**src/rtl/s_pea_out_collector.sv**
```systemverilog
// Streaming output collector: takes one word per fresh PE result, buffers it in a small
// first-word-fall-through FIFO and re-emits it on a valid/ready stream with frame-last tagging.
module s_pea_out_collector #(
   parameter int N_BITS = 32,
   parameter int DEPTH  = 4,
   parameter int LEN_W  = 16
) (
   input  logic              clk_i,
   input  logic              rst_i,
   input  logic              start_i,
   input  logic [LEN_W-1:0]  len_i,
   input  logic [N_BITS-1:0] pe_res_i,
   input  logic              pe_valid_i,
   output logic              pea_ready_o,
   output logic [N_BITS-1:0] m_data_o,
   output logic              m_valid_o,
   output logic              m_last_o,
   input  logic              m_ready_i,
   output logic              busy_o,
   output logic              done_o,
   output logic              ovf_o
);

   localparam int AW  = $clog2(DEPTH);
   localparam int CW  = AW + 1;
   localparam int LW1 = LEN_W + 1;

   typedef enum logic [1:0] {S_IDLE, S_RUN, S_DRAIN} state_e;

   state_e            state_q, state_d;
   logic [LEN_W-1:0]  len_q, len_d;
   logic [LEN_W-1:0]  recv_cnt_q, recv_cnt_d;
   logic              rdy_q;
   logic [AW-1:0]     wr_ptr_q, rd_ptr_q;
   logic [CW-1:0]     count_q, count_d;
   logic              done_q, done_d;
   logic              ovf_q, ovf_d;
   logic [N_BITS:0]   mem_q [DEPTH];

   logic              accept, push, pop, full, empty, last_tag, ready;
   logic [LW1-1:0]    recv_next;

   assign full      = (count_q == CW'(DEPTH));
   assign empty     = (count_q == '0);
   assign accept    = (state_q == S_RUN) && pe_valid_i && rdy_q;
   assign pop       = !empty && m_ready_i;
   assign push      = accept && (!full || pop);
   assign last_tag  = (recv_cnt_q == len_q - LEN_W'(1));
   assign recv_next = {1'b0, recv_cnt_q} + LW1'(accept);

   // One slot of margin covers the word the PE latches on the same edge ready is seen.
   assign ready = (state_q == S_RUN) && (count_q < CW'(DEPTH - 1))
                  && (recv_next < {1'b0, len_q});

   assign pea_ready_o = ready;
   assign m_valid_o   = !empty;
   assign m_data_o    = empty ? '0 : mem_q[rd_ptr_q][N_BITS-1:0];
   assign m_last_o    = empty ? 1'b0 : mem_q[rd_ptr_q][N_BITS];
   assign busy_o      = (state_q != S_IDLE);
   assign done_o      = done_q;
   assign ovf_o       = ovf_q;

   always_comb begin
      // NOTE: every always_comb output gets a default first so no path can infer a latch.
      state_d    = state_q;
      len_d      = len_q;
      recv_cnt_d = recv_cnt_q;
      done_d     = 1'b0;
      ovf_d      = ovf_q | (accept && full && !pop);
      unique case (state_q)
         S_IDLE: begin
            if (start_i) begin
               if (len_i != '0) begin
                  len_d      = len_i;
                  recv_cnt_d = '0;
                  state_d    = S_RUN;
               end else begin
                  done_d = 1'b1;
               end
            end
         end
         S_RUN: begin
            if (accept) begin
               recv_cnt_d = recv_next[LEN_W-1:0];
               if (recv_next == {1'b0, len_q}) state_d = S_DRAIN;
            end
         end
         S_DRAIN: begin
            if (empty) begin
               state_d = S_IDLE;
               done_d  = 1'b1;
            end
         end
         default: state_d = S_IDLE;
      endcase
   end

   always_comb begin
      count_d = count_q;
      if (push && !pop)      count_d = count_q + CW'(1);
      else if (pop && !push) count_d = count_q - CW'(1);
   end

   // NOTE: state registers use non-blocking assignments so every flop samples pre-edge values.
   always_ff @(posedge clk_i) begin
      if (rst_i) begin
         state_q    <= S_IDLE;
         len_q      <= '0;
         recv_cnt_q <= '0;
         rdy_q      <= 1'b0;
         wr_ptr_q   <= '0;
         rd_ptr_q   <= '0;
         count_q    <= '0;
         done_q     <= 1'b0;
         ovf_q      <= 1'b0;
      end else begin
         state_q    <= state_d;
         len_q      <= len_d;
         recv_cnt_q <= recv_cnt_d;
         rdy_q      <= ready;
         count_q    <= count_d;
         done_q     <= done_d;
         ovf_q      <= ovf_d;
         if (push) wr_ptr_q <= wr_ptr_q + AW'(1);
         if (pop)  rd_ptr_q <= rd_ptr_q + AW'(1);
      end
   end

   // NOTE: storage is not reset; the empty count already masks stale entries on the outputs.
   always_ff @(posedge clk_i) begin
      if (push) mem_q[wr_ptr_q] <= {last_tag, pe_res_i};
   end

endmodule

```
**config.mk**
```make
export PLATFORM = sky130hd
export DESIGN_NAME = s_pea_out_collector
export DESIGN_NICKNAME = d
export VERILOG_FILES = /design/src/rtl/s_pea_out_collector.sv
export SDC_FILE = /design/constraint.sdc
export NUM_CORES = 1
export LEC_CHECK = 0
export BUFFER_PORTS_ARGS = -buffer_cell sky130_fd_sc_hd__buf_2
export CAP_MARGIN = 5
export CELL_PAD_IN_SITES_DETAIL_PLACEMENT = 0
export CELL_PAD_IN_SITES_GLOBAL_PLACEMENT = 1
export CORE_MARGIN = 3
export CORE_UTILIZATION = 48
export DETAILED_ROUTE_END_ITERATION = 10
export PLACE_DENSITY_LB_ADDON = 0.3
export SYNTH_ARGS = -nofsm -noshare
export SYNTH_HDL_FRONTEND = slang
export SYNTH_SLANG_ARGS = --single-unit
```
**constraint.sdc**
```tcl
create_clock -name clk_i -period 5.7 [get_ports clk_i]
set_input_delay 1.14 -clock clk_i [delete_from_list [all_inputs] [get_ports clk_i]]
set_output_delay 1.14 -clock clk_i [all_outputs]
set_load 0.005 [all_outputs]
```
---- Yosys cells after proc, flatten, opt, wreduce, memory -nomap -nowiden ----
Memories as Yosys holds them, arrays and structs flattened. A register that Yosys moved wholly into a read port is not among the register bits.
Cells that the tools add are included.
cells by class
  $add $sub $neg .......................... 6
  bitwise operators ....................... 1
  order comparisons ....................... 2
  muxes and demuxes ....................... 22
  equality and inequality tests ........... 10
  reductions and logical operators ........ 24
operator list
  operator               number
  $mux 16                3
  $mux 32                1
  $pmux 16 s2            1
  $add 16x1->17          1
  $eq 17x16->1           1
  $lt 17x16->1           1
  $eq 16x16->1           1
  $reduce_bool 16->1     1
  $sub 16x1->16 const B  1
  $mux 2                 7
  $logic_and 1x1->1      10
  $ne 2x2->1 const B     4
  $mux 1                 6
  $mux 3                 2
  $pmux 2 s3             1
  $reduce_bool 2->1      3
  $reduce_and 5->1       1
  $add 2x1->2 const B    2
  $logic_not 1->1        4
  $reduce_and 4->1       1
  $add 3x1->3 const B    1
  $eq 3x3->1 const B     1
  $logic_not 3->1        1
  $lt 3x2->1 const B     1
  other kinds (9)        9
storage, ports and cells
  register bits after elaboration ......... 44
  memory bits (writable) .................. 132
  bits of input ports ..................... 53
  memories kept ........................... 1
  output and inout port bits .............. 38
  logic and storage cells ................. 75
memory list
  memory  words  bits a word  rd ports  clocked after memory_dff  wr ports  line  RTL
  mem_q   4      33           1         1                         1         38    logic [N_BITS:0] mem_q [DEPTH];

---- Longest topological paths before layout ----
  depth after elaboration ................. 9
  mapped depth ............................ 20
  depth with buffers taken out ............ 15

---- Worst setup path after synthesis ----
No wires, ideal clock.
  path type ............................... input to output
  from .................................... input pe_valid_i
  to ...................................... output pea_ready_o
  arrival time ............................ 3.743 ns
  buffers on the path ..................... 3
  path slack .............................. 0.817 ns
  stages .................................. 17
  required time ........................... 4.560 ns
  cells stage by stage .................... nand2_1 > or2_2 > buf_2 > inv_1 > buf_2 > ha_1 > and4_1 > buf_4 > nand3_1 > xnor2_1 > ha_1 > nand4_1 > nor3_1 > nor2_1 > a21o_1 > a41oi_1 > nor2_1
between the ends
  cells in the longest elaborated chain, start to end .. 5
ends and longest elaborated chain
  element                          line  RTL
  start: declaration               13    input logic pe_valid_i,
  $logic_and 1x1->1 (2 in series)  45    assign accept = (state_q == S_RUN) && pe_valid_i && rdy_q;
  $add 16x1->17                    49    assign recv_next = {1'b0, recv_cnt_q} + LW1'(accept);
  $lt 17x16->1                     53    && (recv_next < {1'b0, len_q});
  $logic_and 1x1->1                53
  end: declaration                 14    output logic pea_ready_o,
No other way between the ends.

---- Worst setup path after layout ----
Ends and elaborated chain as after synthesis.

==> tab_implementation.tex <==
\begin{tabular}{lr}
\hline
Metric & Value \\
\hline
\multicolumn{2}{l}{\textbf{Layout}} \\
Filler Cells Inserted & 1336 \\
\# nets final & 767 \\
Commonest cells after routing, fill and taps aside & sky130\_fd\_sc\_hd\_\_edfxtp\_1 (132), sky130\_fd\_sc\_hd\_\_buf\_2 (90), sky130\_fd\_sc\_hd\_\_nor2\_1 (46), sky130\_fd\_sc\_hd\_\_dfxtp\_1 (45), sky130\_fd\_sc\_hd\_\_and2\_1 (38) \\
Commonest non-fill, non-tap cell in the layout & sky130\_fd\_sc\_hd\_\_edfxtp\_1 \\
Fraction of final layout cells sized beyond drive strength 1 & 0.248 \\
Post-route core utilization & 0.565 \\
Area Overhead vs Synth & 14.7\% \\
\multicolumn{2}{l}{\textbf{Pwr}} \\
Switching share of power & 0.262 \\
Leak pwr & 0.00345 uW \\
Net switching component of the power & 836 uW \\
Maximum ir drop on the vdd rail & 0.000186 V \\
Comb power frac & 0.178 \\
Overall power of the completed layout & 3190 uW \\
Pwr Density & 339 nW/um\^{}2 \\
Part of the total power dissipated in the clock network & 0.366 \\
Portion of total power attributed to sequential cells & 0.455 \\
Internal power summed over all cells & 2350 uW \\
\multicolumn{2}{l}{\textbf{Clock tree}} \\
Clock latency at the later pin of the worst-skew pair & 0.42 ns \\
CTS clk-pin slew, worst paths & 0.07 ns \\
Buffer type at the clock tree root & sky130\_fd\_sc\_hd\_\_clkbuf\_16 \\
Buffer depth of the longest clock path & 2 \\
Clock buffers created by TritonCTS & 17 \\
Post-cts repair resize count & 0 \\
Buffer count from post-CTS setup fixing & 0 \\
Hold\_buf cts & 0 \\
TritonCTS clock tree & built \\
CTS sink count & 178 \\
Maximum level of the CTS H-tree & 4 \\
\multicolumn{2}{l}{\textbf{STA}} \\
Unrepaired setup endpoints after global routing & false \\
Final count of negative-setup-slack endpoints & 0 \\
Fin Clk Skew & 0.00656 ns \\
Clock period minus worst slack & 5.39 ns \\
Transition time at the pin with the least slew margin & 1.07 ns \\
Worst Hold Margin & 0.489 ns \\
Fin. max-slew vios & 0 \\
Fin. Hold Viols & 0 \\
Max\_slew headroom & 0.285 \\
Final total negative setup slack & 0 ns \\
Final worst-path cycle share & 0.946 \\
Top achievable clock speed & 0.185 GHz \\
\multicolumn{2}{l}{\textbf{Critical path}} \\
Crit path to & pea\_ready\_o \\
Reg2reg start & state\_q[0] \\
Arrival time of data at the critical path endpoint & 4.25 ns \\
Critical Path Max Stage Delay & 0.43 ns \\
WP depth & 16 \\
Number of cell instances on the worst register-to-register path & 15 \\
Type of destination of the critical path & output pin \\
Critical Path, Cell by Cell & buf\_2 -> nand2\_1 -> or2\_2 -> inv\_1 -> ha\_1 -> and4\_1 -> nand3\_1 -> nor2\_1 -> xor2\_1 -> ha\_1 -> nand4\_1 -> nor2\_1 -> o21ai\_0 -> a41oi\_1 -> nor2\_1 -> buf\_2 \\
Gate family responsible for the most delay along the worst path & simple AND/OR/NAND/NOR gates \\
Highest-delay cell along the critical path & sky130\_fd\_sc\_hd\_\_and4\_1 \\
Count of buffer and inverter cells on the critical path & 3 \\
Most prevalent standard cell on the critical path & sky130\_fd\_sc\_hd\_\_nor2\_1 \\
Type of the worst setup path & in -> out \\
Worst reg-to-reg setup slack & 1.89 ns \\
Critical Path Start & pe\_valid\_i \\
Max Fanout on Critical Path & 9 \\
Endpoint of the worst-slack reg-to-reg timing path & state\_q[1] \\
Endpoint required time on the critical path & 4.56 ns \\
Worst Setup Start Kind & primary input \\
\multicolumn{2}{l}{\textbf{Yosys}} \\
Count of state elements after synthesis & 178 \\
Top cell type by total area after synthesis & sky130\_fd\_sc\_hd\_\_edfxtp\_1 \\
Mean area per synthesized cell & 13.4 sq um \\
Share of the yosys chip area belonging to registers & 0.596 \\
Combined area of all synthesized cells & 8200 sq um \\
EDFF count, synth & 132 \\
Leading cell types by total area after synthesis & sky130\_fd\_sc\_hd\_\_edfxtp\_1 (48\%), sky130\_fd\_sc\_hd\_\_dfxtp\_1 (11\%), sky130\_fd\_sc\_hd\_\_mux4\_2 (9.1\%) \\
Synth Flop Type & sky130\_fd\_sc\_hd\_\_edfxtp\_1 \\
Number of distinct library cells after synthesis & 54 \\
Top-area cell type share of the netlist area & 0.484 \\
Post-synth net total & 689 \\
Share of flip-flops with an asynchronous set or reset & 0 \\
Number of instances in the synthesized netlist & 611 \\
Count of synthesis-stage warnings from yosys & 0 \\
\multicolumn{2}{l}{\textbf{Placed design}} \\
Input/output buffers & 90 \\
Half-perimeter wire length after placement & 11700 um \\
Final GP Congestion & 0.863 \\
\multicolumn{2}{l}{\textbf{Route}} \\
DR vias & 5152 \\
Total detailed-routing wirelength & 17200 um \\
Number of design rule violations left after detail routing & 0 \\
ANT nets after route & 0 \\
DR pass1 iterations & 5 \\
Vias per Instance & 5.58 \\
Starting DRC count in detailed routing & 354 \\
Routed wire length per instance & 18.6 um \\
\multicolumn{2}{l}{\textbf{Run}} \\
Max-cap violations & 0 \\
\multicolumn{2}{l}{\textbf{Floorplan}} \\
Full die area & 18700 sq um \\
Die outline height & 137 um \\
Core box area & 16600 sq um \\
Horizontal die dimension & 137 um \\
Cell Rows & 47 \\
Starting Density & 0.493 \\
Total I/O pin count & 91 \\
\multicolumn{2}{l}{\textbf{Outcome}} \\
Run status & finished, final reports clean \\
\multicolumn{2}{l}{\textbf{Global routing}} \\
Vias in the first global route & 5350 \\
Maximum number of pins on one net before global-route repair & 46 \\
Gr ovfl total & 0 \\
Initial antenna violation count & 1 \\
Global routing usage summed across all routing layers & 0.195 \\
First-pass GRT wire length & 27900 um \\
\multicolumn{2}{l}{\textbf{Hold path}} \\
Class of the worst hold path & reg -> reg \\
\hline
\end{tabular}
worst min path at each step:
stage,start,to,cells past startpoint
after detailed placement,ovf_o,ovf_o,2
after global placement,ovf_o,ovf_o,2
after global routing,ovf_o,ovf_o,2
after CTS,ovf_o,ovf_o,2
after floorplan,ovf_o,ovf_o,2
final,ovf_o,ovf_o,2
per-stage QoR:
stage / setup WS, ns / std cells / cell area (sq um)
3_5_place_dp: 0.389 / 890 / 8800
6_report: 0.307 / 923 / 9410
2_1_floorplan: 0.817 / 611 / 8200
4_1_cts: 0.372 / 922 / 9400
3_3_place_gp: 0.537 / 890 / 8800
5_1_grt: 0.00349 / 922 / 9400
metal layers:
metal / routed length (um) / vias up / global-route usage
met4: 303 / 2 / 0.0594
li1: - / 2432 / -
met3: 951 / 21 / 0.0426
met5: 7 / - / 0
met1: 7270 / 2548 / 0.247
met2: 8620 / 149 / 0.338
synthesized netlist by cell type (all sizes together) (6+ instances only):
cell / number
xnor2: 23
nor4: 8
edfxtp: 132
nor3: 16
nand2: 24
mux4: 33
clkbuf: 20
nand4: 9
and3: 6
o21ai: 14
ha: 24
and2: 39
inv: 24
a311oi: 7
nand3: 13
dfxtp: 46
nor2: 48
a21oi: 18
a31oi: 10
mux2i: 19
buf: 18
xor2: 20
layout make-up:
type	instances	area (sq um)	area share
clock inverters	14	169	0.0180
well taps	220	275	0.0293
clock buffers	18	429	0.0456
multi-input cells	371	3050	0.324
diodes	1	2.50	0.000266
flip-flops and latches	178	4890	0.519
inverters	24	90.1	0.00958
repair buffers	97	503	0.0535
cells by family after synthesis:
logic type                 count (synthesis)  share of synthesized area
muxes                                     52                      0.114
and+or+nand+nor                          186                      0.121
buffers and inverters                     62                     0.0321
AOI/OAI and AO/OA                         65                     0.0519
xor gates and xnor gates                  43                     0.0459
adders and majority gates                 25                     0.0391
DFF                                      178                      0.596
registers in the layout, indices dropped and copies added (netlist names), named ones only:
name / count
wr_ptr_q: 2
ovf_o: 1
mem_q: 132
done_o: 1
len_q: 16
rd_ptr_q: 2
rdy_q: 1
recv_cnt_q: 16
state_q: 2
count_q: 3
worst min-delay path, cell delays in order (launching register included):
cell	delay, ns
sky130_fd_sc_hd__dfxtp_1	0.34
sky130_fd_sc_hd__a21oi_1	0.05
sky130_fd_sc_hd__nor2_1	0.07
power by group through the flow:
| stage | clock, uW | sequential [uW] | combinational [uW] |
|---|---|---|---|
| 2_1_floorplan | 0 | 1460 | 375 |
| 5_1_grt | 1250 | 1460 | 635 |
| 3_5_place_dp | 0 | 1480 | 580 |
| 6_report | 1170 | 1450 | 568 |
| 3_3_place_gp | 0 | 1480 | 573 |
| 4_1_cts | 1190 | 1450 | 580 |
Note: power is estimated with default switching activity, not from simulation.
